## src/rtl/intra4x4_mode_sched_if.sv

```systemverilog
// Handshake bundle between the intra 4x4 mode scheduler, its block controller and SAD datapath.
interface intra4x4_mode_sched_if #(
  parameter int unsigned SAD_W = 12
);
  logic             start;
  logic             avail_top;
  logic             avail_left;
  logic             avail_topleft;
  logic             mode_req;
  logic [3:0]       mode_sel;
  logic             sad_valid;
  logic [SAD_W-1:0] sad_in;
  logic             busy;
  logic             done;
  logic [3:0]       best_mode;
  logic [SAD_W-1:0] best_sad;
  logic [8:0]       tested;

  modport master (
    output start, avail_top, avail_left, avail_topleft, sad_valid, sad_in,
    input  mode_req, mode_sel, busy, done, best_mode, best_sad, tested
  );

  modport slave (
    input  start, avail_top, avail_left, avail_topleft, sad_valid, sad_in,
    output mode_req, mode_sel, busy, done, best_mode, best_sad, tested
  );
endinterface

```

## src/rtl/intra4x4_mode_sched.sv

```systemverilog
// Sequences the nine 4x4 luma intra modes of one block and keeps the lowest-SAD mode.
// Define INTRA4X4_EARLY_TERM_EN to stop once the best SAD falls to EARLY_THR or below.
module intra4x4_mode_sched #(
  parameter int unsigned SAD_W     = 12,
  parameter int unsigned EARLY_THR = 64
) (
  input logic                  clk,
  input logic                  reset,
  intra4x4_mode_sched_if.slave bus
);

`ifdef INTRA4X4_EARLY_TERM_EN
  localparam bit EarlyTermEn = 1'b1;
`else
  localparam bit EarlyTermEn = 1'b0;
`endif
  localparam logic [SAD_W-1:0] EarlyThr = SAD_W'(EARLY_THR);

  typedef enum logic [1:0] {StIdle, StIssue, StWait, StDone} state_e;

  state_e           state_q, state_d;
  logic [8:0]       pend_q;
  logic [8:0]       tested_q;
  logic [3:0]       mode_sel_q;
  logic [3:0]       best_mode_q;
  logic [SAD_W-1:0] best_sad_q;

  logic [8:0]       elig;
  logic [3:0]       first_mode;
  logic             take;
  logic [SAD_W-1:0] cand_sad;

  // Eligibility from the neighbour flags; DC (mode 2) needs no neighbours.
  always_comb begin
    elig    = 9'b0_0000_0100;
    elig[0] = bus.avail_top;
    elig[3] = bus.avail_top;
    elig[7] = bus.avail_top;
    elig[1] = bus.avail_left;
    elig[8] = bus.avail_left;
    elig[4] = bus.avail_top & bus.avail_left & bus.avail_topleft;
    elig[5] = bus.avail_top & bus.avail_left & bus.avail_topleft;
    elig[6] = bus.avail_top & bus.avail_left & bus.avail_topleft;
  end

  always_comb begin
    first_mode = 4'd0;
    for (int i = 8; i >= 0; i--) begin
      if (pend_q[i]) first_mode = 4'(i);
    end
  end

  // An empty tested mask marks the first result of the block; strict compare keeps ties low.
  always_comb begin
    take     = (tested_q == 9'd0) || (bus.sad_in < best_sad_q);
    cand_sad = take ? bus.sad_in : best_sad_q;
  end

  always_ff @(posedge clk or negedge reset) begin
    if (!reset) state_q <= StIdle;
    else        state_q <= state_d;
  end

  always_comb begin
    state_d = state_q;
    case (state_q)
      StIdle:  if (bus.start) state_d = StIssue;
      StIssue: state_d = StWait;
      StWait: begin
        if (bus.sad_valid) begin
          if (pend_q != 9'd0 && !(EarlyTermEn && cand_sad <= EarlyThr)) state_d = StIssue;
          else                                                          state_d = StDone;
        end
      end
      StDone:  state_d = StIdle;
      default: state_d = StIdle;
    endcase
  end

  always_comb begin
    bus.mode_req = 1'b0;
    bus.busy     = 1'b1;
    bus.done     = 1'b0;
    bus.mode_sel = mode_sel_q;
    case (state_q)
      StIdle:  bus.busy = 1'b0;
      StIssue: begin
        bus.mode_req = 1'b1;
        bus.mode_sel = first_mode;
      end
      StDone:  bus.done = 1'b1;
      default: ;
    endcase
  end

  always_ff @(posedge clk or negedge reset) begin
    if (!reset) begin
      pend_q      <= 9'd0;
      tested_q    <= 9'd0;
      mode_sel_q  <= 4'd0;
      best_mode_q <= 4'd2;
      best_sad_q  <= '1;
    end else begin
      case (state_q)
        StIdle: begin
          if (bus.start) begin
            pend_q      <= elig;
            tested_q    <= 9'd0;
            best_mode_q <= 4'd2;
            best_sad_q  <= '1;
          end
        end
        StIssue: begin
          pend_q[first_mode] <= 1'b0;
          mode_sel_q         <= first_mode;
        end
        StWait: begin
          if (bus.sad_valid) begin
            tested_q[mode_sel_q] <= 1'b1;
            if (take) begin
              best_mode_q <= mode_sel_q;
              best_sad_q  <= bus.sad_in;
            end
          end
        end
        default: ;
      endcase
    end
  end

  assign bus.best_mode = best_mode_q;
  assign bus.best_sad  = best_sad_q;
  assign bus.tested    = tested_q;

endmodule

```

## src/flat_wrapper.sv

```systemverilog
// flat-port wrapper written by rule: the top's interface ports become plain ports
module intra4x4_mode_sched_flat 
#(
  parameter int unsigned SAD_W     = 12,
  parameter int unsigned EARLY_THR = 64
)
  (clk, reset, bus_start, bus_avail_top, bus_avail_left, bus_avail_topleft, bus_sad_valid, bus_sad_in, bus_mode_req, bus_mode_sel, bus_busy, bus_done, bus_best_mode, bus_best_sad, bus_tested);
  intra4x4_mode_sched_if #(.SAD_W(SAD_W)) bus_i ();
  input logic clk;
  input logic reset;
  input wire logic [$bits(bus_i.start)-1:0] bus_start;
  input wire logic [$bits(bus_i.avail_top)-1:0] bus_avail_top;
  input wire logic [$bits(bus_i.avail_left)-1:0] bus_avail_left;
  input wire logic [$bits(bus_i.avail_topleft)-1:0] bus_avail_topleft;
  input wire logic [$bits(bus_i.sad_valid)-1:0] bus_sad_valid;
  input wire logic [$bits(bus_i.sad_in)-1:0] bus_sad_in;
  output wire logic [$bits(bus_i.mode_req)-1:0] bus_mode_req;
  output wire logic [$bits(bus_i.mode_sel)-1:0] bus_mode_sel;
  output wire logic [$bits(bus_i.busy)-1:0] bus_busy;
  output wire logic [$bits(bus_i.done)-1:0] bus_done;
  output wire logic [$bits(bus_i.best_mode)-1:0] bus_best_mode;
  output wire logic [$bits(bus_i.best_sad)-1:0] bus_best_sad;
  output wire logic [$bits(bus_i.tested)-1:0] bus_tested;
  assign bus_i.start = bus_start;
  assign bus_i.avail_top = bus_avail_top;
  assign bus_i.avail_left = bus_avail_left;
  assign bus_i.avail_topleft = bus_avail_topleft;
  assign bus_i.sad_valid = bus_sad_valid;
  assign bus_i.sad_in = bus_sad_in;
  assign bus_mode_req = bus_i.mode_req;
  assign bus_mode_sel = bus_i.mode_sel;
  assign bus_busy = bus_i.busy;
  assign bus_done = bus_i.done;
  assign bus_best_mode = bus_i.best_mode;
  assign bus_best_sad = bus_i.best_sad;
  assign bus_tested = bus_i.tested;
  intra4x4_mode_sched #(.SAD_W(SAD_W), .EARLY_THR(EARLY_THR)) u_core (.clk(clk), .reset(reset), .bus(bus_i));
endmodule
```

## config.mk

```make
export PLATFORM = sky130hd
export DESIGN_NAME = intra4x4_mode_sched_flat
export DESIGN_NICKNAME = d
export VERILOG_FILES = /design/src/rtl/intra4x4_mode_sched_if.sv /design/src/rtl/intra4x4_mode_sched.sv /design/src/flat_wrapper.sv
export SDC_FILE = /design/constraint.sdc
export NUM_CORES = 1
export LEC_CHECK = 0
export BUFFER_PORTS_ARGS = -buffer_cell sky130_fd_sc_hd__buf_4
export CAP_MARGIN = 20
export CORE_AREA = 2 2 58 114
export DETAILED_ROUTE_END_ITERATION = 6
export DIE_AREA = 0 0 60 116
export PLACE_DENSITY = 0.76
export SLEW_MARGIN = 20
export SYNTH_ARGS = -nofsm -noshare
export SYNTH_HDL_FRONTEND = slang
export SYNTH_SLANG_ARGS = --single-unit
```

## constraint.sdc

```tcl
create_clock -name clk -period 2.8 [get_ports clk]
set_clock_uncertainty 0.1 [all_clocks]
set_input_delay 0.28 -clock clk [delete_from_list [all_inputs] [get_ports clk]]
set_output_delay 0.28 -clock clk [all_outputs]
set_load 0.1 [all_outputs]
```

==> qor.csv <==
stage,metric,value,unit
run_status,run status,"finished, final reports clean",
yosys,#FFs+latches synth,40,
worst_setup_path,signal arrival time at the worst endpoint,2.17,ns
sta,Final Hold Vio Count,0,
grt,number of global-route vias before repair,2556,
yosys,dominant cell by count in the synthesized netlist,nand2_1,
placement,hpwl dp,4.88,mm
yosys,register area share after synthesis,38.5,%
grt,largest net degree at the start of global routing,45,
clock_network,Resize count post-CTS,0,
grt,initial antenna violation count,0,
yosys,Ys Warns,0,
yosys,"Avg Cell Area, Syn",8.44,µm²
clock_network,worst-skew pair later-pin latency,0.29,ns
sta,Slew Limit Fails,0,
die,Die ar.,6960,µm²
detailed_routing,met2 WL,3.68,mm
detailed_routing,wire length per cell,15.0,µm
yosys,Synth top area share,25.6,%
yosys,Netlist Area Pre-Place,2640,µm²
worst_setup_path,Critical Path Fanout Max,5,
layout,final net count,392,
die,# IOs,51,
worst_setup_path,CP endpoint kind,output port,
layout,Area Growth Syn to Fin,24.1,%
yosys,asr flop ratio synth,100,%
yosys,post-synth cell types,44,
yosys,largest area contributor in the netlist,dfrtp_1,
die,DIE WIDTH,60,µm
grt,GRT Resource Usage Total,21.2,%
clock_network,clock buffer depth,2,
detailed_routing,drt drc,0,
yosys,Post-synth EDFFs,0,
clock_network,cts bufs inserted,5,
yosys,Post-Syn Nets,343,
clock_network,CTS sink cnt,40,
layout,# diodes,0,
yosys,"top cells by count, synth","nand2_1, nor2_1, dfrtp_1",
detailed_routing,DR pass1 iterations,5,
detailed_routing,routed metal-1 wire length,2.60,mm
sta,fmax,393,MHz
layout,sequential cell area,1020,µm²
worst_hold_path,Worst Hold Class,in2reg,
detailed_routing,Top Layer Used,met4,
worst_setup_path,Crit path required time,2.42,ns
die,Core ar.,6060,µm²
detailed_routing,DR vias/cell,5.64,
detailed_routing,via count,2523,
sta,final setup TNS,0,ns
job,Max-Cap Viols,0,
grt,first-pass GRT wire length,11.4,mm
die,num rows,40,
sta,RSZ-0062 raised after global routing,false,
die,DIE HEIGHT,116,µm
layout,multi-input logic area,1470,µm²
detailed_routing,WL final,6.72,mm
layout,fin util,54.1,%
worst_setup_path,WS Path Type,reg2out,
detailed_routing,Iter 0 DRT Violations,117,
placement,gpl congestion,0.834,
layout,Fillers,586,
layout,proportion of layout cells with a drive suffix above 1,28.7,%
yosys,Main synth FF type,dfrtp_1,
clock_network,H-tree depth,2,
yosys,post-synthesis cell count,313,
sta,fin crit share,91.0,%
sta,fin crit period,2.55,ns
sta,setup violators final,0,
clock_network,Root Driver,clkbuf_16,
clock_network,CTS tree,built,
grt,GRT Residual Overflow,0,
detailed_routing,metal3 WL,279,µm
clock_network,register clock-pin slew on the reported worst setup and hold paths,0.06,ns
placement,IO buf count,50,
sta,Worst Tran Pin Value,0.618,ns
detailed_routing,final antenna-violating net count,0,
yosys,main area contributors after synthesis,"dfrtp_1, dfstp_2, nand2_1",
worst_setup_path,startpoint types,flip-flop,
sta,Max-slew headroom,58.2,%
die,initial core utilization,43.6,%
cell families after synthesis:
logic type	after synthesis	synth area share (%)
DFF	40	38.5
adders and majority gates	11	5.21
AOI/OAI and AO/OA	77	19.8
and+or+nand+nor	136	25.0
muxes	13	5.40
buffers and inverters	36	6.11
flip-flops by register name, indices dropped and copies added (netlist names):
| name | count |
|---|---|
| u_core.bus.tested | 9 |
| u_core.mode_sel_q | 4 |
| u_core.pend_q | 9 |
| u_core.bus.best_mode | 4 |
| u_core.state_q | 2 |
| u_core.bus.best_sad | 12 |
path summary, 6_finish.rpt:
check	start	slack (ns)	depth (start not counted)	endpoint
max	u_core.pend_q[1]	0.25	6	bus_mode_sel[3]
min	bus_avail_top	0.14	3	u_core.pend_q[7]
max reg2reg	u_core.bus.best_sad[9]	0.47	7	u_core.bus.best_sad[8]
min reg2reg	u_core.bus.best_sad[4]	0.41	2	u_core.bus.best_sad[4]
max in group asynchronous	reset	1.81	2	u_core.bus.best_sad[10]
min in group asynchronous	reset	0.41	2	u_core.bus.tested[5]
what timing repair did:
action / CTS / global route
hold buffers: 1 / 0
setup buffers: 0 / 0
hold endpoints to repair: 27 / 0
critical path, stage by stage, from the launching register on:
cell	delay, ns
dfrtp_1	0.41
nor4_1	0.51
nand2_1	0.19
nor3_1	0.25
nand3_1	0.13
o21ai_2	0.08
buf_4	0.31
cells in the final DEF (no fill, tap or decap), drive strengths merged, types with 3 or more instances in the layout:
cell / instances
a21oi: 25
ha: 11
nand3: 18
o2bb2ai: 3
nand2: 44
mux2: 10
mux2i: 3
nand2b: 4
o31ai: 3
a211o: 14
dfstp: 13
o21ai: 13
dfrtp: 27
clkbuf: 5
inv: 18
a31oi: 6
nor3: 17
or3: 4
buf: 59
nor2: 33
per-layer routing:
layer | track usage (%) | vias up
li1 | - | 1219
met5 | 0 | -
met1 | 23.7 | 1213
met4 | 9.78 | 0
met2 | 38.0 | 77
met3 | 2.90 | 14
cell type report:
| type | count | share of cell area (%) |
|---|---|---|
| Multi-Input combinational cell | 237 | 44.8 |
| Clock inverter | 3 | 1.30 |
| Tap cell | 84 | 3.21 |
| Inverter | 18 | 2.06 |
| Sequential cell | 40 | 31.0 |
| Clock buffer | 5 | 3.82 |
| Timing Repair Buffer | 60 | 13.8 |
through the flow:
stage | worst slack (ns) | cells | hold WS [ns] | area, µm²
after global routing | 0.0465 | 447 | 0.169 | 3280
after floorplan | 0.0750 | 313 | -0.116 | 2650
after global placement | 0.500 | 438 | 0.194 | 3100
final | 0.253 | 447 | 0.142 | 3280
after detailed placement | 0.480 | 438 | 0.191 | 3100
after CTS | 0.256 | 447 | 0.145 | 3280
Power is left out: the tool's default activity adds up to more than one toggle a clock period on the data nets, which glitch-free logic cannot reach.
